$ cat src/rtl/whack_pkg.sv
// -----------------------------------------------------------------------------
// whack_pkg
// Shared definitions for the whack-a-mole input stage and the match logic that
// consumes its hit codes.
//   NUM_MOLES    number of mole buttons
//   HIT_NONE     hit code meaning "no hit this cycle"
//   state_e      hit encoder FSM state (2 bits)
//   idx_to_hit   button index (0-based) -> hit code (1-based mole number)
//   lowest_index index of the lowest set bit of an event vector
//   multi_hot    true when more than one bit of an event vector is set
// -----------------------------------------------------------------------------
package whack_pkg;

    localparam int NUM_MOLES = 5;
    localparam int HIT_W     = 3;

    localparam logic [HIT_W-1:0] HIT_NONE = 3'b000;

    typedef enum logic [1:0] {
        IDLE    = 2'd0,
        ARMED   = 2'd1,
        LOCKOUT = 2'd2
    } state_e;

    // Mole i+1 is reported for button bit i; code 000 stays reserved for "none".
    function automatic logic [HIT_W-1:0] idx_to_hit(input logic [HIT_W-1:0] idx);
        return idx + 3'd1;
    endfunction

    // Lowest set bit wins arbitration; returns 0 for an empty vector.
    function automatic logic [HIT_W-1:0] lowest_index(input logic [NUM_MOLES-1:0] v);
        logic [HIT_W-1:0] idx;
        idx = '0;
        for (int i = NUM_MOLES - 1; i >= 0; i--) begin
            if (v[i]) begin
                idx = HIT_W'(i);
            end
        end
        return idx;
    endfunction

    // Clearing the lowest set bit leaves something only if two or more were set.
    function automatic logic multi_hot(input logic [NUM_MOLES-1:0] v);
        return (v & (v - 1'b1)) != '0;
    endfunction

endpackage

$ cat src/rtl/input_debouncer.sv
// -----------------------------------------------------------------------------
// input_debouncer
// Two-flop synchroniser followed by a counting debouncer for one raw button.
// The stable level only flips after the synchronised input has disagreed with
// it for DEBOUNCE_CYCLES consecutive cycles; any agreeing cycle restarts the
// count, so short glitches never move the output.
// Ports:
//   clock     system clock
//   reset     asynchronous, active-high; clears synchroniser, counter, level
//   raw_i     raw button, asynchronous to clock
//   stable_o  registered debounced level
// -----------------------------------------------------------------------------
module input_debouncer #(
    parameter int DEBOUNCE_CYCLES = 500000
) (
    input  logic clock,
    input  logic reset,
    input  logic raw_i,
    output logic stable_o
);

    localparam int CNT_W = (DEBOUNCE_CYCLES > 1) ? $clog2(DEBOUNCE_CYCLES) : 1;
    localparam logic [CNT_W-1:0] CNT_LAST = CNT_W'(DEBOUNCE_CYCLES - 1);

    logic             sync1_q;
    logic             sync2_q;
    logic             stb_q;
    logic             stb_d;
    logic [CNT_W-1:0] cnt_q;
    logic [CNT_W-1:0] cnt_d;

    always_ff @(posedge clock or posedge reset) begin
        if (reset) begin
            sync1_q <= 1'b0;
            sync2_q <= 1'b0;
        end else begin
            sync1_q <= raw_i;
            sync2_q <= sync1_q;
        end
    end

    always_comb begin
        stb_d = stb_q;
        cnt_d = cnt_q;
        if (sync2_q == stb_q) begin
            cnt_d = '0;
        end else if (cnt_q == CNT_LAST) begin
            // Counter clears at its terminal value rather than wrapping.
            stb_d = sync2_q;
            cnt_d = '0;
        end else begin
            cnt_d = cnt_q + 1'b1;
        end
    end

    always_ff @(posedge clock or posedge reset) begin
        if (reset) begin
            stb_q <= 1'b0;
            cnt_q <= '0;
        end else begin
            stb_q <= stb_d;
            cnt_q <= cnt_d;
        end
    end

    assign stable_o = stb_q;

endmodule

$ cat src/rtl/whack_hit_encoder.sv
// -----------------------------------------------------------------------------
// whack_hit_encoder
// Input stage of the whack-a-mole datapath. Each raw mole button is
// synchronised and debounced; a rising edge of a debounced level is a press
// event. While armed, the lowest-numbered event becomes a one-cycle hit code
// (001..101) and starts a lockout during which further events are discarded.
// Dropped events are flagged with a one-cycle collision pulse.
// Ports:
//   clock       system clock
//   reset       asynchronous, active-high; clears all state
//   enable      high while the game is in play; presses accepted only then
//   btn_raw     raw buttons, active-high, bit i = mole i+1
//   hit_code    registered hit code, non-zero for one cycle per accepted press
//   btn_stable  debounced button levels
//   locked      high while the lockout is running
//   collision   one-cycle pulse when press events were dropped
// -----------------------------------------------------------------------------
module whack_hit_encoder
    import whack_pkg::*;
#(
    parameter int DEBOUNCE_CYCLES = 500000,
    parameter int LOCKOUT_CYCLES  = 2500000
) (
    input  logic                 clock,
    input  logic                 reset,
    input  logic                 enable,
    input  logic [NUM_MOLES-1:0] btn_raw,
    output logic [HIT_W-1:0]     hit_code,
    output logic [NUM_MOLES-1:0] btn_stable,
    output logic                 locked,
    output logic                 collision
);

    localparam int LCK_W = (LOCKOUT_CYCLES > 1) ? $clog2(LOCKOUT_CYCLES) : 1;
    localparam logic [LCK_W-1:0] LCK_LAST = LCK_W'(LOCKOUT_CYCLES - 1);

    logic [NUM_MOLES-1:0] stb;
    logic [NUM_MOLES-1:0] stb_dly_q;
    logic [NUM_MOLES-1:0] ev;
    logic                 any_ev;
    logic                 multi_ev;
    logic [HIT_W-1:0]     win_idx;

    state_e               state_q;
    state_e               state_d;
    logic [LCK_W-1:0]     lock_cnt_q;
    logic [LCK_W-1:0]     lock_cnt_d;
    logic [HIT_W-1:0]     hit_code_q;
    logic [HIT_W-1:0]     hit_code_d;
    logic                 collision_q;
    logic                 collision_d;
    logic                 locked_q;
    logic                 locked_d;

    // One synchroniser + debouncer per mole button.
    genvar gi;
    generate
        for (gi = 0; gi < NUM_MOLES; gi++) begin : g_db
            input_debouncer #(
                .DEBOUNCE_CYCLES(DEBOUNCE_CYCLES)
            ) u_db (
                .clock   (clock),
                .reset   (reset),
                .raw_i   (btn_raw[gi]),
                .stable_o(stb[gi])
            );
        end
    endgenerate

    always_ff @(posedge clock or posedge reset) begin
        if (reset) begin
            stb_dly_q <= '0;
        end else begin
            stb_dly_q <= stb;
        end
    end

    // Only press edges count; releases are ignored. A held button therefore
    // produces exactly one event.
    assign ev       = stb & ~stb_dly_q;
    assign any_ev   = |ev;
    assign multi_ev = multi_hot(ev);
    assign win_idx  = lowest_index(ev);

    always_comb begin
        state_d     = state_q;
        lock_cnt_d  = lock_cnt_q;
        hit_code_d  = HIT_NONE;
        collision_d = 1'b0;

        unique case (state_q)
            IDLE: begin
                // Events seen while idle are discarded, and flagged as such.
                collision_d = any_ev;
                if (enable) begin
                    state_d = ARMED;
                end
            end

            ARMED: begin
                if (!enable) begin
                    // Disarming takes priority over a same-cycle event.
                    state_d     = IDLE;
                    collision_d = any_ev;
                end else if (any_ev) begin
                    hit_code_d  = idx_to_hit(win_idx);
                    lock_cnt_d  = LCK_LAST;
                    state_d     = LOCKOUT;
                    collision_d = multi_ev;
                end
            end

            LOCKOUT: begin
                collision_d = any_ev;
                if (!enable) begin
                    state_d    = IDLE;
                    lock_cnt_d = '0;
                end else if (lock_cnt_q == '0) begin
                    state_d = ARMED;
                end else begin
                    lock_cnt_d = lock_cnt_q - 1'b1;
                end
            end

            default: begin
                state_d    = IDLE;
                lock_cnt_d = '0;
            end
        endcase

        // Registered copy of the state decode keeps locked glitch-free.
        locked_d = (state_d == LOCKOUT);
    end

    always_ff @(posedge clock or posedge reset) begin
        if (reset) begin
            state_q     <= IDLE;
            lock_cnt_q  <= '0;
            hit_code_q  <= HIT_NONE;
            collision_q <= 1'b0;
            locked_q    <= 1'b0;
        end else begin
            state_q     <= state_d;
            lock_cnt_q  <= lock_cnt_d;
            hit_code_q  <= hit_code_d;
            collision_q <= collision_d;
            locked_q    <= locked_d;
        end
    end

    assign hit_code   = hit_code_q;
    assign btn_stable = stb;
    assign locked     = locked_q;
    assign collision  = collision_q;

endmodule

$ cat config.mk
export PLATFORM = sky130hd
export DESIGN_NAME = whack_hit_encoder
export DESIGN_NICKNAME = d
export VERILOG_FILES = /design/src/rtl/whack_pkg.sv /design/src/rtl/input_debouncer.sv /design/src/rtl/whack_hit_encoder.sv
export SDC_FILE = /design/constraint.sdc
export NUM_CORES = 1
export LEC_CHECK = 0
export ABC_CLOCK_PERIOD_IN_PS = 12810
export CAP_MARGIN = 20
export CORE_MARGIN = 5
export CORE_UTILIZATION = 65
export CTS_BUF_LIST = sky130_fd_sc_hd__clkbuf_4
export CTS_CLUSTER_DIAMETER = 40
export DETAILED_ROUTE_END_ITERATION = 8
export PLACE_DENSITY = 0.88
export RECOVER_POWER = 50
export SLEW_MARGIN = 25
export SYNTH_ARGS = -nofsm -noshare
export SYNTH_HDL_FRONTEND = slang
export SYNTH_SLANG_ARGS = --single-unit
$ cat constraint.sdc
create_clock -name clock -period 12.81 [get_ports clock]
set_clock_uncertainty 0.05 [all_clocks]
set_input_delay 1.281 -clock clock [delete_from_list [all_inputs] [get_ports clock]]
set_output_delay 1.281 -clock clock [all_outputs]
set_load 0.05 [all_outputs]
==> flow_summary_export.csv, run 1 <==
group,metric,value,unit
critical_path,rr_startpoint,"lock_cnt_q[0]",
route,vias,5323,
yosys,async_flop_share,1.000,
yosys,yosysWarnings,0,
route,first_iter_violations,396,
yosys,netlist_area,0.007102,sq mm
finish,final_common_cell,"dfrtp_1",
yosys,synth_top_area_frac,0.5074,
route,first_pass_iters,5,
timing,slew-limit-headroom,-0.7638,
die,start_util,0.6580,
clock_network,cts_setup_buffers,0,
yosys,ys_seq_elements,144,
critical_path,start_kind,"input port",
power_and_ir_drop,p_leak,3.269,nW
finish,design_area,0.007659,sq mm
clock_network,cts_resized,0,
route,wl_per_cell,15.88,microns
critical_path,crit_fanout,85,
die,fp.coreArea,0.01079,sq mm
placed_design,gp_congestion,0.9041,
run_status,status,"finished with violations",
finish,final_cell_mix,"dfrtp_1, nor2_1, xor2_1, xnor2_1",
run,maxCapViolCount,1,
placed_design,place_hpwl,9561,microns
grt,grtUsageTotal,0.2376,
finish,fin_nets,754,
yosys,synthTopCellsByArea,"dfrtp_1, nor2_1, xor2_1",
clock_network,clockBufferDepth,2,
placed_design,port_buffers,17,
critical_path,critPathLaunch,"reset",
timing,min_period,3.532,ns
finish,n_antenna_cell,0,
power_and_ir_drop,p_clk_frac,0.307,
grt,globalRouteOverflowTotal,0,
timing,fmax,283.1,MHz
die,ioPinCount,18,
route,remaining_drc_errors,0,
clock_network,clkSinkCount,144,
critical_path,arrival,4.11,ns
critical_path,endpoint_kind,"asynchronous set/reset pin",
placed_design,post_dp_cell_area,0.007310,sq mm
yosys,ys_seq_area_frac,0.5074,
die,die_h,114.5,microns
yosys,yosysTopAreaCell,"dfrtp_1",
critical_path,critPathKind,"in -> async",
power_and_ir_drop,ir_drop,0.00009372,V
yosys,yosysUniqueCellTypes,52,
power_and_ir_drop,switching_power,0.3745,mW
clock_network,postCtsHoldBufs,0,
min_path,hp-start,"g_db[1].u_db.sync1_q",
timing,setup_viol,0,
finish,drive_gt1_frac,0.06693,
route,viasPerCell,6.001,
critical_path,critPathRequiredTime,13.39,ns
route,routed_wl,14090,microns
finish,utilization,0.7096,
clock_network,cts_tree,"yes",
min_path,holdCritPathClass,"reg -> reg",
yosys,synth_edf_count,0,
die,dieArea,0.01312,sq mm
yosys,synth_ff_type,"dfrtp_1",
power_and_ir_drop,intPower,0.7428,mW
die,std_cell_rows,38,
timing,holdWs,0.3151,ns
clock_network,cts_htree_levels,4,
grt,antenna_found_initial,0,
yosys,syn_nets,743,
yosys,avgSynthCellArea,9.823,sq um
grt,grt_pass1_vias,5489,
power_and_ir_drop,sw_frac_of_total,0.3352,
yosys,syn_inst,723,
clock_network,cts_buffers,17,
timing,period_share,0.2757,
timing,setup_tns,0,ns
die,fp.dieW,114.5,microns
power_and_ir_drop,pwr_density_cell,145.9,mW/mm^2
power_and_ir_drop,comb_power_share,0.239,
clock_network,cts-root-buf,"clkbuf_4",
timing,tightest_slew,2.631,ns
clock_network,path_clk_slew,0.13,ns
route,ant_nets,0,
grt,grt_start_max_net_pins,86,
timing,finalHoldViolations,0,
timing,drv_slew,61,
clock_network,clkLatencyLatePin,0.58,ns
run_status,violations,"capacitance limit, slew limit",
power_and_ir_drop,sequentialPowerShare,0.454,
timing,rsz0062_at_grt,"false",
finish,area_growth,7.840,%
grt,grt_pass1_wl,24960,microns
[critical path: stages]
cell and delay [ns]:
dlygate4sd3_1 0.54, clkinvlp_2 1.50, buf_6 0.72
[layout make-up]
class	count	area (sq um)
clock inverters	14	214.0
repair buffers	19	188.9
multi-input cells	525	3239
inverters	27	102.6
clock buffers	18	135.1
well taps	140	175.2
fillers	747	3134
flip-flops and latches	144	3603
[metrics by stage]
step                setup WS, ns  total power [mW]  instances
floorplan                  7.613            0.7218        723
global placement           9.376            0.7645        855
detailed placement         9.190            0.7770        855
CTS                        9.490             1.121        887
global route               8.715             1.180        887
finish                     9.278             1.117        887
[synthesized netlist by cell type, drive strengths merged, types with 3 or more instances]
library cell and number:
dfrtp 144, nor2 135, xor2 49, xnor2 42, nand2 38, nand3 38
inv 27, nand4 25, nor3 25, a21oi 22, buf 22, o31ai 22
nor4 20, o21ai 15, ha 12, a31oi 10, and3 9, and2 6
or2 6, and4 5, clkbuf 5, mux2 5, o41ai 5, and2b 4
or3 4, a21o 3, nand2b 3, nor4b 3, o22ai 3
[per-layer routing]
metal,part of all wire,routed length [microns],track usage,up-vias
met4,0.021,298,0.1101,0
li1,-,-,-,2528
met3,0.042,589,0.05814,37
met5,0,0,0,-
met2,0.51,7192,0.3970,142
met1,0.43,6006,0.2907,2616
[sequential cells by signal, summed over array words and instances, names as in the netlist]
name,flops
hit_code,3
locked,1
state_q,2
g_db.u_db.sync1_q,5
g_db.u_db.sync2_q,5
g_db.u_db.stable_o,5
collision,1
lock_cnt_q,22
stb_dly_q,5
g_db.u_db.cnt_q,95
[power by group through the flow]
stage          logic, mW  registers [mW]  clock network [mW]
2_1_floorplan      0.214           0.508                   0
3_3_place_gp       0.252           0.513                   0
3_5_place_dp       0.262           0.515                   0
4_1_cts            0.264           0.506               0.350
5_1_grt            0.297           0.511               0.371
6_report           0.267           0.507               0.343
[cell families after synthesis]
kind of cell | count (synthesis) | share of synthesized area
simple gates | 330 | 0.2345
flops | 144 | 0.5074
xor+xnor | 91 | 0.1122
compound gates | 87 | 0.08034
buf+inv | 54 | 0.03647
fa+ha+maj | 12 | 0.02114
mux | 5 | 0.007928
[final timing paths]
kind | slack (ns) | cells after the start | endpoint
setup / recovery | 9.28 | 3 | g_db[2].u_db.cnt_q[5]
setup reg to reg | 10.18 | 7 | lock_cnt_q[16]
hold reg to reg | 0.32 | 0 | g_db[1].u_db.sync2_q
max in group clock | 9.53 | 1 | btn_stable[0]
hold / removal | 0.32 | 0 | g_db[1].u_db.sync2_q
min in group asynchronous | 1.84 | 2 | g_db[3].u_db.cnt_q[13]
(Power assumes the default switching activity.)
==> inputs of run 2 (changes only) <==
Settings changed: ABC_CLOCK_PERIOD_IN_PS 12810 to 3100, CORE_UTILIZATION 65 to 58, PLACE_DENSITY 0.88 to 0.83.
Clock period 12.81 ns to 3.1 ns, I/O delays scaled along.
==> run 2 against run 1 <==
  * The run now ends clean
  * Clock power grew to 3.6 times the previous value
  * Sequential power grew to 4.1 times the previous value
  * Non-clock buffer count is 6 higher
  * Via count is 0.77% lower
  * Combinational power grew to 4.1 times the previous value
  * Largest cell class unchanged
  * Largest power group unchanged
  * Highest routed layer unchanged
==> flow_summary_export.csv, run 2 (synthesis results as in run 1) <==
group,metric,value,unit
route,ant_nets,0,
die,die_h,120.7,microns
die,fp.coreArea,0.01201,sq mm
route,first_iter_violations,575,
placed_design,post_dp_cell_area,0.007385,sq mm
route,routed.top_layer,"met4",
grt,grt_pass1_vias,5282,
clock_network,cts_buffers,17,
finish,regMostFlops,"g_db.u_db.cnt_q",
route,remaining_drc_errors,0,
clock_network,cts_htree_levels,4,
placed_design,pre_cts_ws,0.6246,ns
finish,largest_register_ffs,95,
placed_design,dpl.cell_count,866,
critical_path,start_kind,"flop",
placed_design,port_buffers,17,
power_and_ir_drop,pwr_density_cell,578.7,mW/mm^2
finish,multi_input_area,0.003239,sq mm
clock_network,cts_setup_buffers,0,
timing,finalHoldViolations,0,
grt,grt_pass1_wl,24240,microns
die,start_util,0.5912,
finish,n_antenna_cell,0,
placed_design,gp_congestion,0.9148,
timing,tightest_slew,0.8843,ns
timing,setup_tns,0,ns
min_path,holdCritPathClass,"in -> reg",
power_and_ir_drop,p_leak,3.275,nW
clock_network,clkLatencyLatePin,0.57,ns
finish,area_growth,7.858,%
timing,drv_slew,0,
clock_network,clockBufferDepth,2,
route,first_pass_iters,5,
finish,final_cell_mix,"dfrtp_1, nor2_1, xor2_1, xnor2_1",
critical_path,crit_chain,"inv_1, ha_1, or4b_1, nor4_4, a21oi_1, o31ai_1, o21ai_0",
timing,fin_ws,0.5300,ns
route,wl_met2,6689,microns
clock_network,postCtsHoldBufs,0,
finish,fin_nets,760,
route,wl_per_cell,15.23,microns
finish,top_regs,"g_db.u_db.cnt_q x95, lock_cnt_q x22",
critical_path,critPathRequiredTime,3.50,ns
clock_network,cts-root-buf,"clkbuf_4",
critical_path,endpoint_kind,"flop",
finish,seqCellArea,0.003603,sq mm
clock_network,clkSinkCount,144,
critical_path,arrival,2.97,ns
run,maxCapViolCount,0,
grt,grtUsageTotal,0.2051,
clock_network,cts_tree,"yes",
route,wl_met3,650,microns
timing,slew-limit-headroom,0.4104,
critical_path,crit_path_top_delay_cell,"or4b_1",
finish,drive_gt1_frac,0.07304,
route,viasPerCell,5.869,
route,routed_wl,13710,microns
finish,instances_no_fill,900,
timing,setup_viol,0,
die,dieArea,0.01456,sq mm
timing,holdWs,0.2338,ns
timing,min_period,2.570,ns
power_and_ir_drop,ir_drop,0.0003544,V
route,drt-met1-wl,6093,microns
die,fp.dieW,120.7,microns
timing,fmax,389.1,MHz
timing,rsz0062_at_grt,"false",
die,ioPinCount,18,
timing,period_share,0.8290,
die,std_cell_rows,40,
route,vias,5282,
finish,design_area,0.007660,sq mm
critical_path,critPathKind,"reg -> reg",
grt,globalRouteOverflowTotal,0,
finish,final_common_cell,"dfrtp_1",
clock_network,cts_resized,0,
grt,antenna_found_initial,0,
grt,grt_start_max_net_pins,42,
clock_network,path_clk_slew,0.12,ns
critical_path,crit_fanout,10,
run_status,status,"complete, no violations",
critical_path,cpPeakStageDelay,0.56,ns
placed_design,place_hpwl,9376,microns
finish,fillCellCount,955,
[run 2: worst paths after layout]
kind / from / to / slack, ns / cells past startpoint
max reg2reg: lock_cnt_q[0] / lock_cnt_q[14] / 0.53 / 7
max in group asynchronous: reset / hit_code[1] / 0.85 / 5
min in group asynchronous: reset / g_db[0].u_db.cnt_q[4] / 0.72 / 3
min: btn_raw[1] / g_db[1].u_db.sync1_q / 0.23 / 1
min reg2reg: g_db[4].u_db.sync1_q / g_db[4].u_db.sync2_q / 0.31 / 0
max: lock_cnt_q[0] / lock_cnt_q[14] / 0.53 / 7
[run 2: critical path, delay by kind of cell, from the launching register on]
family / cells / cell delay [ns]
fa+ha+maj: 1 / 0.25
compound gates: 3 / 0.52
flops: 1 / 0.45
simple gates: 2 / 1.02
buf+inv: 1 / 0.15
[run 2: cell type report]
class	instances	share of cell area
clock inverters	15	0.02205
inverters	27	0.01339
clock buffers	17	0.01666
multi-input cells	525	0.4229
well taps	147	0.02401
repair buffers	25	0.03055
flip-flops and latches	144	0.4704
[run 2: report_power, final]
group | switching (mW) | total (mW) | internal (mW)
Clock | 0.690 | 1.24 | 0.552
Combinational | 0.731 | 1.10 | 0.366
Sequential | 0.115 | 2.09 | 1.98
[run 2: through the flow]
stage / util / power, mW
after floorplan: - / 2.983
after global placement: 0.6148 / 3.176
after detailed placement: 0.6148 / 3.210
after CTS: 0.6395 / 4.456
after global routing: 0.6377 / 4.696
final: 0.6377 / 4.433
[run 2: routing by layer]
metal / up-vias / global-route usage
met5: - / 0
li1: 2540 / -
met2: 145 / 0.3371
met4: 0 / 0.08569
met1: 2567 / 0.2582
met3: 30 / 0.05285
==> RTL change: new RTL, config.mk and constraints of run 1 <==
Make the reset (`reset`) synchronous in 4 clocked blocks. Comments in the files are not updated.
--- a/src/rtl/input_debouncer.sv
+++ b/src/rtl/input_debouncer.sv
@@ -29,7 +29,7 @@
     logic [CNT_W-1:0] cnt_q;
     logic [CNT_W-1:0] cnt_d;
 
-    always_ff @(posedge clock or posedge reset) begin
+    always_ff @(posedge clock) begin
         if (reset) begin
             sync1_q <= 1'b0;
             sync2_q <= 1'b0;
@@ -53,7 +53,7 @@
         end
     end
 
-    always_ff @(posedge clock or posedge reset) begin
+    always_ff @(posedge clock) begin
         if (reset) begin
             stb_q <= 1'b0;
             cnt_q <= '0;
--- a/src/rtl/whack_hit_encoder.sv
+++ b/src/rtl/whack_hit_encoder.sv
@@ -67,7 +67,7 @@
         end
     endgenerate
 
-    always_ff @(posedge clock or posedge reset) begin
+    always_ff @(posedge clock) begin
         if (reset) begin
             stb_dly_q <= '0;
         end else begin
@@ -132,7 +132,7 @@
         locked_d = (state_d == LOCKOUT);
     end
 
-    always_ff @(posedge clock or posedge reset) begin
+    always_ff @(posedge clock) begin
         if (reset) begin
             state_q     <= IDLE;
             lock_cnt_q  <= '0;
Formal check against the unedited RTL: no difference found for any inputs over 10 cycles, from zero or initial values and one cycle with reset high; that may be too few to reach the edited logic, so the function may still have changed.
==> RTL change against run 1 <==
The flow still finishes with violations (max-capacitance violations, max-slew violations); design area shrank 8.5%; worst setup slack lost 0.97 ns; core utilization increased by 0.74 points; count of clock-buffer cells in the layout unchanged; sequential cell count did not move; sequential share of layout area is 5.9 points lower; routed wire length decreased by 4.6%; synthesized area decreased by 8.0%; global-route usage is 0.46 points higher; register-to-register slack worse by 0.20 ns; via count increased by 1.6%.
Power is not compared: it rests on default switching activity, and its combinational part moved more than twofold at a synthesized area within 25%.
==> RTL change: results (changes against run 1) <==
Worst setup path
  – Reg-to-Reg End: lock_cnt_q[0] (was lock_cnt_q[16])
  – Critical path fanouts, max: 43 (was 85)
  – Reg2Reg Setup Slack: 9.98 ns (was 10.18 ns)
  – Crit path DAT: 4.82 ns (was 4.11 ns)
  – Reg-to-Reg Start: lock_cnt_q[10] (was lock_cnt_q[0])
  – Logic depth of the worst register-to-register path: 5 (was 7)

Worst hold path
  – Hold Path Sink: g_db[4].u_db.sync2_q (was g_db[1].u_db.sync2_q)
  – Hold Crit Start: g_db[4].u_db.sync1_q (was g_db[1].u_db.sync1_q)
  – Hold Crit Depth: 1 (was 0)

Placed design
  – Dpl hpwl: 9210 um (was 9560 um)
  – GPL Wtd Cong: 0.890 (was 0.904)
  – Buffers on Ports: 17 (unchanged)
  – Placed Area: 6710 um2 (was 7310 um2)

Timing
  – Final hold slack: 0.400 ns (was 0.315 ns)
  – Max-slew headroom: -28.4% (was -76.4%)
  – Slew Viols, Final: 44 (was 61)

Drt
  – DR iter-0 viols: 448 (was 396)
  – WL per Instance: 14.9 um (was 15.9 um)
  – Vias: 5,409 (was 5,323)
  – Overall routed net length: 13,400 um (was 14,100 um)

Finish
  – Share of layout cells above drive strength 1: 5.06% (was 6.69%)
  – Biggest regs: g_db.u_db.cnt_q (95), lock_cnt_q (22) (unchanged)
  – Final #Nets: 778 (was 754)

Job
  – MaxCap Viol Count: 1 (unchanged)

Synthesis
  – Post-synthesis sequential area ratio: 44.1% (was 50.7%)
  – Yosys cell types: 50 (was 52)
  – Post-synthesis async set-or-reset flop share: 0% (was 100%)
  – Dominant synthesized flop cell: dfxtp_1 (was dfrtp_1)
  – Top cell types by occurrence after synthesis: nor2_1, dfxtp_1, xor2_1, nand3_1, xnor2_1 (was dfrtp_1, nor2_1, xor2_1, xnor2_1)
  – Top cells by area, synth: dfxtp_1, nor2_1, xor2_1 (was dfrtp_1, nor2_1, xor2_1)
  – Post-Syn Area per Cell: 8.65 um2 (was 9.82 um2)

Power
  – Switch Pwr: 0.183 mW

Run status
  – Status: complete, but fails checks (unchanged)
  – Failing checks: max-capacitance violations, max-slew violations (unchanged)

Clock tree
  – Worst skew pair latency: 0.55 ns (was 0.58 ns)

GRT
  – Pin count of the biggest net entering global routing: 44 (was 86)
  – First-pass GRT wire length: 23,600 um (was 25,000 um)
  – Total track usage: 24.2% (was 23.8%)

Floorplanning
  – Rows: 36 (was 38)
==> RTL change: worst max-delay path by stage <==
stage	startpoint	endpoint	cells past startpoint
final	reset	lock_cnt_q[0]	6
after global routing	reset	lock_cnt_q[0]	6
after CTS	g_db[2].u_db.stable_o	btn_stable[2]	1
after detailed placement	enable	lock_cnt_q[21]	5
after global placement	enable	lock_cnt_q[18]	5
after floorplan	enable	lock_cnt_q[10]	6
==> RTL change: through the flow <==
step                      power (mW)  util (%)  worst slack [ns]
after floorplan                0.479         -             10.31
after global placement         0.484      68.7              9.26
after detailed placement       0.486      68.7              9.12
after CTS                      0.781      71.7              9.56
after global routing           0.807      71.7              8.15
final                          0.777      71.7              8.31
==> RTL change: cells by family after synthesis <==
logic type	synth area share [%]
and+or+nand+nor	27.9
muxes	0.766
xor gates and xnor gates	12.3
DFF	44.1
adders and majority gates	2.30
buffers and inverters	3.87
AOI/OAI and AO/OA	8.69
==> RTL change: routing by layer <==
metal  part of all wire, %  routed length, um  global-route usage, %  up-vias
met5                     0                  0                      0        -
met4                   2.3                312                   10.9        0
met3                   6.0                813                   7.22       46
met2                    51               6820                   42.3      185
met1                    41               5490                   27.2     2538
li1                      -                  -                      -     2640
==> RTL change: layout make-up <==
type	instances	area (um2)
Clock buffer	18	135
Clock inverter	14	165
Fill cell	729	2770
Inverter	23	86.3
Multi-Input combinational cell	554	3400
Sequential cell	144	2880
Tap cell	133	166
Timing Repair Buffer	18	174
==> RTL change: worst max-delay path: stages <==
cell	delay, ns
dlygate4sd3_1	0.53
clkbuf_1	1.38
inv_1	0.83
nand4_1	0.31
or3_1	0.30
o311ai_0	0.18
==> RTL change: power groups by stage <==
| stage | clock [mW] | sequential (mW) | combinational (mW) |
|---|---|---|---|
| after floorplan | 0 | 0.461 | 0.0174 |
| after global placement | 0 | 0.462 | 0.0228 |
| after detailed placement | 0 | 0.462 | 0.0237 |
| after CTS | 0.306 | 0.452 | 0.0239 |
| after global routing | 0.329 | 0.452 | 0.0266 |
| final | 0.301 | 0.452 | 0.0244 |
